### src/rtl/aes_csr_pkg.sv
// Shared definitions for the Avalon-MM CSR block in front of the AES
// decryption core.
// Contents:
//   - the FSM state encoding
//   - the bit positions inside the STATUS word
//   - register-map offset helpers, parametrised by BLOCK_WORDS (n)
package aes_csr_pkg;

  typedef enum logic [1:0] {
    IDLE   = 2'd0,
    LAUNCH = 2'd1,
    WAIT   = 2'd2
  } state_t;

  // STATUS word bit positions
  localparam int STAT_BUSY    = 0;
  localparam int STAT_DONE    = 1;
  localparam int STAT_WR_ERR  = 2;
  localparam int STAT_TIMEOUT = 3;

  // Map layout: KEY block, MSG block, RES block, then four control words.
  function automatic int unsigned off_msg(input int unsigned n);
    return n;
  endfunction

  // The key block sits directly below the message block.
  function automatic int unsigned off_key(input int unsigned n);
    return off_msg(n) - n;
  endfunction

  function automatic int unsigned off_res(input int unsigned n);
    return 2 * n;
  endfunction

  function automatic int unsigned off_ctrl(input int unsigned n);
    return 3 * n;
  endfunction

  function automatic int unsigned off_status(input int unsigned n);
    return 3 * n + 1;
  endfunction

  function automatic int unsigned off_irqen(input int unsigned n);
    return 3 * n + 2;
  endfunction

  function automatic int unsigned off_cycles(input int unsigned n);
    return 3 * n + 3;
  endfunction

endpackage

### src/rtl/avl_be_reg.sv
// 32-bit CSR word with per-byte-lane write enables.
// Ports:
//   CLK, RESET : clock, synchronous active-high reset (clears to zero)
//   we         : write strobe for this word
//   byte_en    : byte lanes to update when we is high
//   wdata      : write data
//   q          : register contents
module avl_be_reg (
  input  logic        CLK,
  input  logic        RESET,
  input  logic        we,
  input  logic [3:0]  byte_en,
  input  logic [31:0] wdata,
  output logic [31:0] q
);

  // NOTE: sequential state is assigned with <= so every register samples
  // pre-edge values regardless of statement order.
  always_ff @(posedge CLK) begin
    if (RESET) begin
      q <= '0;
    end else if (we) begin
      for (int b = 0; b < 4; b++) begin
        if (byte_en[b]) q[8*b +: 8] <= wdata[8*b +: 8];
      end
    end
  end

endmodule

### src/rtl/avalon_aes_csr.sv
// Avalon-MM slave CSR block fronting the AES decryption core.
// Holds the key and ciphertext words, launches the core with a one-cycle
// start pulse, captures the plaintext on completion and reports
// busy/done/wr_err/timeout with a level interrupt and a cycle count.
// Read data is registered (one-cycle latency). KEY/MSG are write-protected
// while the core runs.
// Ports:
//   CLK, RESET         : clock, synchronous active-high reset
//   AVL_*              : Avalon-MM slave (word addressed, byte enables)
//   AVL_READDATA       : registered read data, 0 when no read
//   AVL_IRQ            : level interrupt, IRQ_EN[0] & (done | timeout)
//   CORE_START         : one-cycle start pulse to the core
//   CORE_DONE          : core completion level
//   CORE_KEY/MSG_ENC   : key / ciphertext, word 0 in the MSBs
//   CORE_MSG_DEC       : plaintext from the core, word 0 in the MSBs
//   EXPORT_DATA        : LED conduit
module avalon_aes_csr
  import aes_csr_pkg::*;
#(
  parameter int BLOCK_WORDS = 4,
  parameter int ADDR_W      = 4,
  parameter int TIMEOUT_CYC = 1024
) (
  input  logic                      CLK,
  input  logic                      RESET,
  input  logic                      AVL_READ,
  input  logic                      AVL_WRITE,
  input  logic                      AVL_CS,
  input  logic [3:0]                AVL_BYTE_EN,
  input  logic [ADDR_W-1:0]         AVL_ADDR,
  input  logic [31:0]               AVL_WRITEDATA,
  output logic [31:0]               AVL_READDATA,
  output logic                      AVL_IRQ,
  output logic                      CORE_START,
  input  logic                      CORE_DONE,
  output logic [32*BLOCK_WORDS-1:0] CORE_KEY,
  output logic [32*BLOCK_WORDS-1:0] CORE_MSG_ENC,
  input  logic [32*BLOCK_WORDS-1:0] CORE_MSG_DEC,
  output logic [31:0]               EXPORT_DATA
);

  if ((2 ** ADDR_W) < (3 * BLOCK_WORDS + 4)) begin : g_addr_w_check
    $error("ADDR_W too narrow for the register map of BLOCK_WORDS words");
  end

  localparam int unsigned N          = BLOCK_WORDS;
  localparam int unsigned OFF_KEY    = off_key(N);
  localparam int unsigned OFF_MSG    = off_msg(N);
  localparam int unsigned OFF_RES    = off_res(N);
  localparam int unsigned OFF_CTRL   = off_ctrl(N);
  localparam int unsigned OFF_STATUS = off_status(N);
  localparam int unsigned OFF_IRQEN  = off_irqen(N);
  localparam int unsigned OFF_CYCLES = off_cycles(N);
  // Value of CYCLES in the last WAIT cycle allowed before abort.
  localparam logic [31:0] TO_LAST    = (TIMEOUT_CYC > 0) ? 32'(TIMEOUT_CYC - 1) : 32'd0;

  logic [31:0] addr;
  logic        wr;
  logic        rd;
  state_t      state;
  logic        busy;

  logic [31:0] key_q [BLOCK_WORDS];
  logic [31:0] msg_q [BLOCK_WORDS];
  logic [31:0] res_q [BLOCK_WORDS];
  logic [BLOCK_WORDS-1:0] key_we;
  logic [BLOCK_WORDS-1:0] msg_we;
  logic [31:0] irq_en_q;
  logic [31:0] cycles;

  logic done;
  logic wr_err;
  logic timeout;

  logic blk_wr;
  logic start_req;
  logic status_wr;
  logic err_set;
  logic done_set;
  logic to_set;
  logic [31:0] rd_mux;

  assign addr = 32'(AVL_ADDR);
  assign wr   = AVL_WRITE & AVL_CS;
  assign rd   = AVL_READ & AVL_CS;
  assign busy = (state != IDLE);

  // Any write into the KEY or MSG blocks (KEY starts at offset 0).
  assign blk_wr    = wr & (addr < 32'(OFF_RES));
  assign start_req = wr & (addr == 32'(OFF_CTRL)) & AVL_BYTE_EN[0] & AVL_WRITEDATA[0];
  assign status_wr = wr & (addr == 32'(OFF_STATUS)) & AVL_BYTE_EN[0];
  assign err_set   = busy & (blk_wr | start_req);
  assign done_set  = (state == WAIT) & CORE_DONE;
  assign to_set    = (TIMEOUT_CYC > 0) & (state == WAIT) & ~CORE_DONE & (cycles == TO_LAST);

  // Key / message words; dropped (and flagged via wr_err) while busy.
  for (genvar g = 0; g < BLOCK_WORDS; g++) begin : g_words
    assign key_we[g] = wr & ~busy & (addr == 32'(OFF_KEY) + 32'(g));
    assign msg_we[g] = wr & ~busy & (addr == 32'(OFF_MSG) + 32'(g));

    avl_be_reg u_key (
      .CLK     (CLK),
      .RESET   (RESET),
      .we      (key_we[g]),
      .byte_en (AVL_BYTE_EN),
      .wdata   (AVL_WRITEDATA),
      .q       (key_q[g])
    );

    avl_be_reg u_msg (
      .CLK     (CLK),
      .RESET   (RESET),
      .we      (msg_we[g]),
      .byte_en (AVL_BYTE_EN),
      .wdata   (AVL_WRITEDATA),
      .q       (msg_q[g])
    );

    assign CORE_KEY[32*(BLOCK_WORDS-1-g) +: 32]     = key_q[g];
    assign CORE_MSG_ENC[32*(BLOCK_WORDS-1-g) +: 32] = msg_q[g];
  end

  // Only bit 0 of IRQ_EN is implemented; upper bits are written as zero.
  avl_be_reg u_irq_en (
    .CLK     (CLK),
    .RESET   (RESET),
    .we      (wr & (addr == 32'(OFF_IRQEN))),
    .byte_en (AVL_BYTE_EN),
    .wdata   ({31'd0, AVL_WRITEDATA[0]}),
    .q       (irq_en_q)
  );

  // Control FSM with registered start pulse, cycle counter and result capture.
  always_ff @(posedge CLK) begin
    if (RESET) begin
      state      <= IDLE;
      CORE_START <= 1'b0;
      cycles     <= '0;
      // NOTE: the result words are a small register bank, not a RAM, so
      // clearing them in reset is cheap and keeps reads deterministic.
      for (int i = 0; i < BLOCK_WORDS; i++) res_q[i] <= '0;
    end else begin
      unique case (state)
        IDLE: begin
          if (start_req) begin
            state      <= LAUNCH;
            CORE_START <= 1'b1;
          end
        end
        LAUNCH: begin
          state      <= WAIT;
          CORE_START <= 1'b0;
          cycles     <= '0;
        end
        WAIT: begin
          if (cycles != '1) cycles <= cycles + 32'd1;
          if (CORE_DONE) begin
            state <= IDLE;
            for (int i = 0; i < BLOCK_WORDS; i++)
              res_q[i] <= CORE_MSG_DEC[32*(BLOCK_WORDS-1-i) +: 32];
          end else if (to_set) begin
            state <= IDLE;
          end
        end
        default: begin
          state      <= IDLE;
          CORE_START <= 1'b0;
        end
      endcase
    end
  end

  // Sticky status flags: a completion in the same cycle as a W1C wins.
  always_ff @(posedge CLK) begin
    if (RESET) begin
      done    <= 1'b0;
      wr_err  <= 1'b0;
      timeout <= 1'b0;
      AVL_IRQ <= 1'b0;
    end else begin
      if (state == LAUNCH) begin
        done    <= 1'b0;
        timeout <= 1'b0;
      end else begin
        done    <= done_set | (done & ~(status_wr & AVL_WRITEDATA[STAT_DONE]));
        timeout <= to_set | (timeout & ~(status_wr & AVL_WRITEDATA[STAT_TIMEOUT]));
      end
      wr_err  <= err_set | (wr_err & ~(status_wr & AVL_WRITEDATA[STAT_WR_ERR]));
      AVL_IRQ <= irq_en_q[0] & (done | timeout);
    end
  end

  always_comb begin
    // NOTE: default first so every path assigns rd_mux and no latch forms.
    rd_mux = '0;
    for (int i = 0; i < BLOCK_WORDS; i++) begin
      if (addr == 32'(OFF_KEY) + 32'(i)) rd_mux = key_q[i];
      if (addr == 32'(OFF_MSG) + 32'(i)) rd_mux = msg_q[i];
      if (addr == 32'(OFF_RES) + 32'(i)) rd_mux = res_q[i];
    end
    if (addr == 32'(OFF_STATUS)) begin
      rd_mux[STAT_BUSY]    = busy;
      rd_mux[STAT_DONE]    = done;
      rd_mux[STAT_WR_ERR]  = wr_err;
      rd_mux[STAT_TIMEOUT] = timeout;
    end
    if (addr == 32'(OFF_IRQEN))  rd_mux = irq_en_q;
    if (addr == 32'(OFF_CYCLES)) rd_mux = cycles;
  end

  always_ff @(posedge CLK) begin
    if (RESET) AVL_READDATA <= '0;
    else       AVL_READDATA <= rd ? rd_mux : 32'd0;
  end

  assign EXPORT_DATA = {key_q[0][31:16], 8'hFF, key_q[BLOCK_WORDS-1][7:0]};

endmodule

### config.mk
export PLATFORM = sky130hd
export DESIGN_NAME = avalon_aes_csr
export DESIGN_NICKNAME = d
export VERILOG_FILES = /design/src/rtl/aes_csr_pkg.sv /design/src/rtl/avl_be_reg.sv /design/src/rtl/avalon_aes_csr.sv
export SDC_FILE = /design/constraint.sdc
export NUM_CORES = 1
export LEC_CHECK = 0
export ABC_AREA = 1
export CORE_UTILIZATION = 51
export CTS_CLUSTER_SIZE = 20
export DETAILED_ROUTE_END_ITERATION = 8
export PLACE_DENSITY = 0.81
export SLEW_MARGIN = 20
export SYNTH_ARGS = -nofsm -noshare
export SYNTH_HDL_FRONTEND = slang
export SYNTH_SLANG_ARGS = --single-unit
### constraint.sdc
create_clock -name CLK -period 8.1 [get_ports CLK]
set_clock_uncertainty 0.15 [all_clocks]
set_input_delay 2.43 -clock CLK [delete_from_list [all_inputs] [get_ports CLK]]
set_output_delay 2.43 -clock CLK [all_outputs]
set_load 0.05 [all_outputs]
==> metrics.md <==
| Metric | Value |
|---|---|
| EDFF count, synth | `128` |
| Synth Area in Compound Gates | `0.141` |
| Layout cells sized above 1 | `0.0663` |
| DRT Wirelength | `80,200 µm` |
| Hold buffers post-CTS | `0` |
| Antenna Nets Post-Route | `0` |
| FP Rows | `74` |
| Yosys Warn Count | `0` |
| Top FF cell, synth | `dfxtp_1` |
| Pre-antenna DRT Iters | `6` |
| Htree depth | `2` |
| Slew Limit Fails | `0` |
| CP Capture Point | `g_words[3].u_key.q[2]` |
| Most frequent cell after synthesis | `nand2_1` |
| Top area cells in the synthesized netlist | `dfxtp_1 31%, edfxtp_1 18%, nand2_1 9.2%, inv_1 7.7%, a21oi_1 6.7%` |
| Die footprint | `42,300 µm²` |
| Initial Util | `0.518` |
| Final setup vio count | `0` |
| Crit-path leading delay family | `simple AND/OR/NAND/NOR gates` |
| DRC viols | `0` |
| Die Y | `206 µm` |
| Crit path kind | `input port to flop` |
| Worst-path cell chain | `clkdlybuf4s50_1 -> nand2_1 -> nor2_2 -> buf_4 -> inv_2 -> nor2_4 -> nand2_1 -> o21ai_0 -> a21oi_1` |
| Register area share after synthesis | `0.492` |
| Synth Area in XOR/XNOR | `0.00497` |
| Final std cells w/o fill | `3,806` |
| WP data required | `8400 ps` |
| FFs w/ async S/R, synth | `0` |
| Chip width | `206 µm` |
| Mux cell area share after synthesis | `0` |
| Later-pin clock latency in the skew report | `590 ps` |
| CTS max path bufs | `3` |
| Reg2Reg Setup Slack | `4990 ps` |
| CTS Buf Count | `49` |
| CTS tree | `done` |
| Clock sink count | `456` |
| Kind of end point of the critical path | `flop` |
| Post-Route Setup TNS | `0 ps` |
| Simple-gate share of the synthesized area | `0.241` |
| Mapped cell area | `21,200 µm²` |
| Syn Inst Count | `2,849` |
| DR vias | `21,400` |
| Max-slew headroom | `0.170` |
| Tightest Hold Check Type | `flop to flop` |
| Depth of the worst register-to-register path | `14` |
| Top Ports | `496` |
| Slew at the pin closest to its max-slew limit | `1240 ps` |
| RSZ-0062 raised after global routing | `no` |
| Max rail drop VDD | `0.141 mV` |
| Final Util | `0.676` |
| Main combinational cell family by area after synthesis | `simple AND/OR/NAND/NOR gates` |
| Clock slew at reported path FFs | `60 ps` |
| Core area | `40,800 µm²` |
| Worst path max stage delay | `650 ps` |
| Critical path's slowest cell | `nor2_4` |
| PwrDens | `180 nW/µm²` |
| Post-CTS Setup Repair Bufs | `0` |
| 1st-iter DRT viols | `2,111` |
| Placed cell count | `3,713` |
| WP depth | `9` |
| Global-route wire length before repair | `118,000 µm` |
| CP arrival | `5620 ps` |
| Detail Placement HPWL | `58,100 µm` |
| Crit path max fanout | `33` |
| Minimum clock period | `5320 ps` |
| Placer Congestion | `0.946` |
| Max-Cap Viols | `0` |
| Critical Path Source Type | `input port` |
| Outcome | `finished, final reports clean` |
| Cts repair resizes | `0` |
| Post-Synth Adder-Cell Area | `0.000591` |
| Most frequent CP cell | `nand2_1` |
| Nets | `3,407` |
| Synth top cells by count | `519 x nand2_1, 436 x inv_1, 328 x dfxtp_1` |
| Reg2reg start | `cycles[0]` |
| Pin count of the biggest net entering global routing | `92` |
| Per-cell routed wire length | `21.1 µm` |
| Area leader, netlist | `dfxtp_1` |
| Final hold vios | `0` |
| Avg Cell Area, Syn | `7.43 µm²` |
| CP Buf/Inv Count | `3` |
| Initial antenna violation count | `2` |
| Worst reg2reg endpoint | `cycles[19]` |
| Grt total ovfl | `0` |
| Achievable clock frequency | `188 MHz` |
| Vias/cell | `5.63` |
| Via count of the first global-routing pass | `20,100` |
| CTS root buffer | `clkbuf_16` |
| Final worst path period share | `0.657` |
| Yosys cell types | `37` |
| Synth Register Bits | `456` |
| Top-area cell type share of the netlist area | `0.310` |
| Tot GR Track Use | `0.373` |
| IO Port Bufs | `487` |
| Worst Setup SP | `AVL_ADDR[0]` |
| Static Leak | `10.2 nW` |
| P&R area growth vs syn | `30.5%` |
[through the flow]
step	instance area [µm²]	setup slack [ps]	hold slack [ps]	power, W
after floorplan	21200	1710	288	0.00263
after global placement	26100	2480	298	0.00283
after detailed placement	26100	2320	301	0.00284
after CTS	27600	2920	311	0.00497
after global routing	27600	2670	329	0.00509
final	27600	2780	314	0.00497
[registers in the layout (all words and copies together), names as in the netlist]
signal           cells
AVL_IRQ              1
AVL_READDATA        32
CORE_START           1
cycles              32
done                 1
g_words.u_key.q    128
g_words.u_msg.q    128
res_q              128
state                2
timeout              1
u_irq_en.q           1
wr_err               1
[area by class of cell]
cell class,count,area [µm²]
Antenna cell,2,5.00
Multi-Input combinational cell,1767,8280
Fill cell,3338,13200
Timing Repair Buffer,508,5030
Clock buffer,75,1420
Sequential cell,456,10400
Inverter,450,1690
Clock inverter,16,109
Tap cell,532,666
[cell usage in the layout, fill, tap and decap left out, types with 18 or more instances in the layout]
master | Yosys | final
nand2_1 | 519 | 516
buf_4 | 32 | 21
o21ai_0 | 243 | 243
or2_0 | 23 | 23
o21ai_1 | 44 | 44
inv_1 | 436 | 435
nand4_1 | 49 | 49
clkdlybuf4s50_1 | 0 | 486
nor2_1 | 263 | 256
edfxtp_1 | 128 | 128
nand3_1 | 188 | 186
clkbuf_16 | 0 | 50
clkbuf_1 | 123 | 18
or2_2 | 61 | 61
a21oi_1 | 282 | 282
dfxtp_1 | 328 | 328
[where the power goes]
part | internal, W | leakage (nW) | switching (W)
logic | 0.000141 | 5.49 | 0.000266
clock network | 0.00123 | 0.742 | 0.000940
registers | 0.00237 | 3.96 | 0.0000158
total | 0.00375 | 10.2 | 0.00122
[layer usage]
layer,GRT usage,up-vias,part of all wire
li1,-,9834,-
met1,0.456,9954,0.37
met2,0.608,1367,0.46
met3,0.0613,270,0.099
met4,0.243,0,0.066
met5,0,-,0
[cells by family (layout without fill, tap and decap cells)]
kind of cell / after synthesis / count (layout)
AO/OA/AOI/OAI: 586 / 586
XOR/XNOR: 12 / 12
adder cells (fa/ha/maj): 1 / 1
buffers and inverters: 633 / 1049
flip-flops: 456 / 456
other: 1 / 10
AND/OR/NAND/NOR: 1160 / 1160
[worst min-delay path by stage]
stage	startpoint	end	slack, ps	depth (start not counted)
2_1_floorplan	u_irq_en.q[0]	AVL_IRQ	290	2
3_3_place_gp	g_words[2].u_msg.q[3]	g_words[2].u_msg.q[3]	300	2
3_5_place_dp	g_words[2].u_msg.q[2]	g_words[2].u_msg.q[2]	300	2
4_1_cts	g_words[2].u_msg.q[2]	g_words[2].u_msg.q[2]	310	2
5_1_grt	g_words[2].u_msg.q[2]	g_words[2].u_msg.q[2]	330	2
6_report	g_words[2].u_msg.q[2]	g_words[2].u_msg.q[2]	310	2
[tightest hold or removal path, stage by stage (launching register included)]
cell and delay, ps:
dfxtp_1 320, inv_1 50, a21oi_1 50
Note: power is estimated with default switching activity, not from simulation.
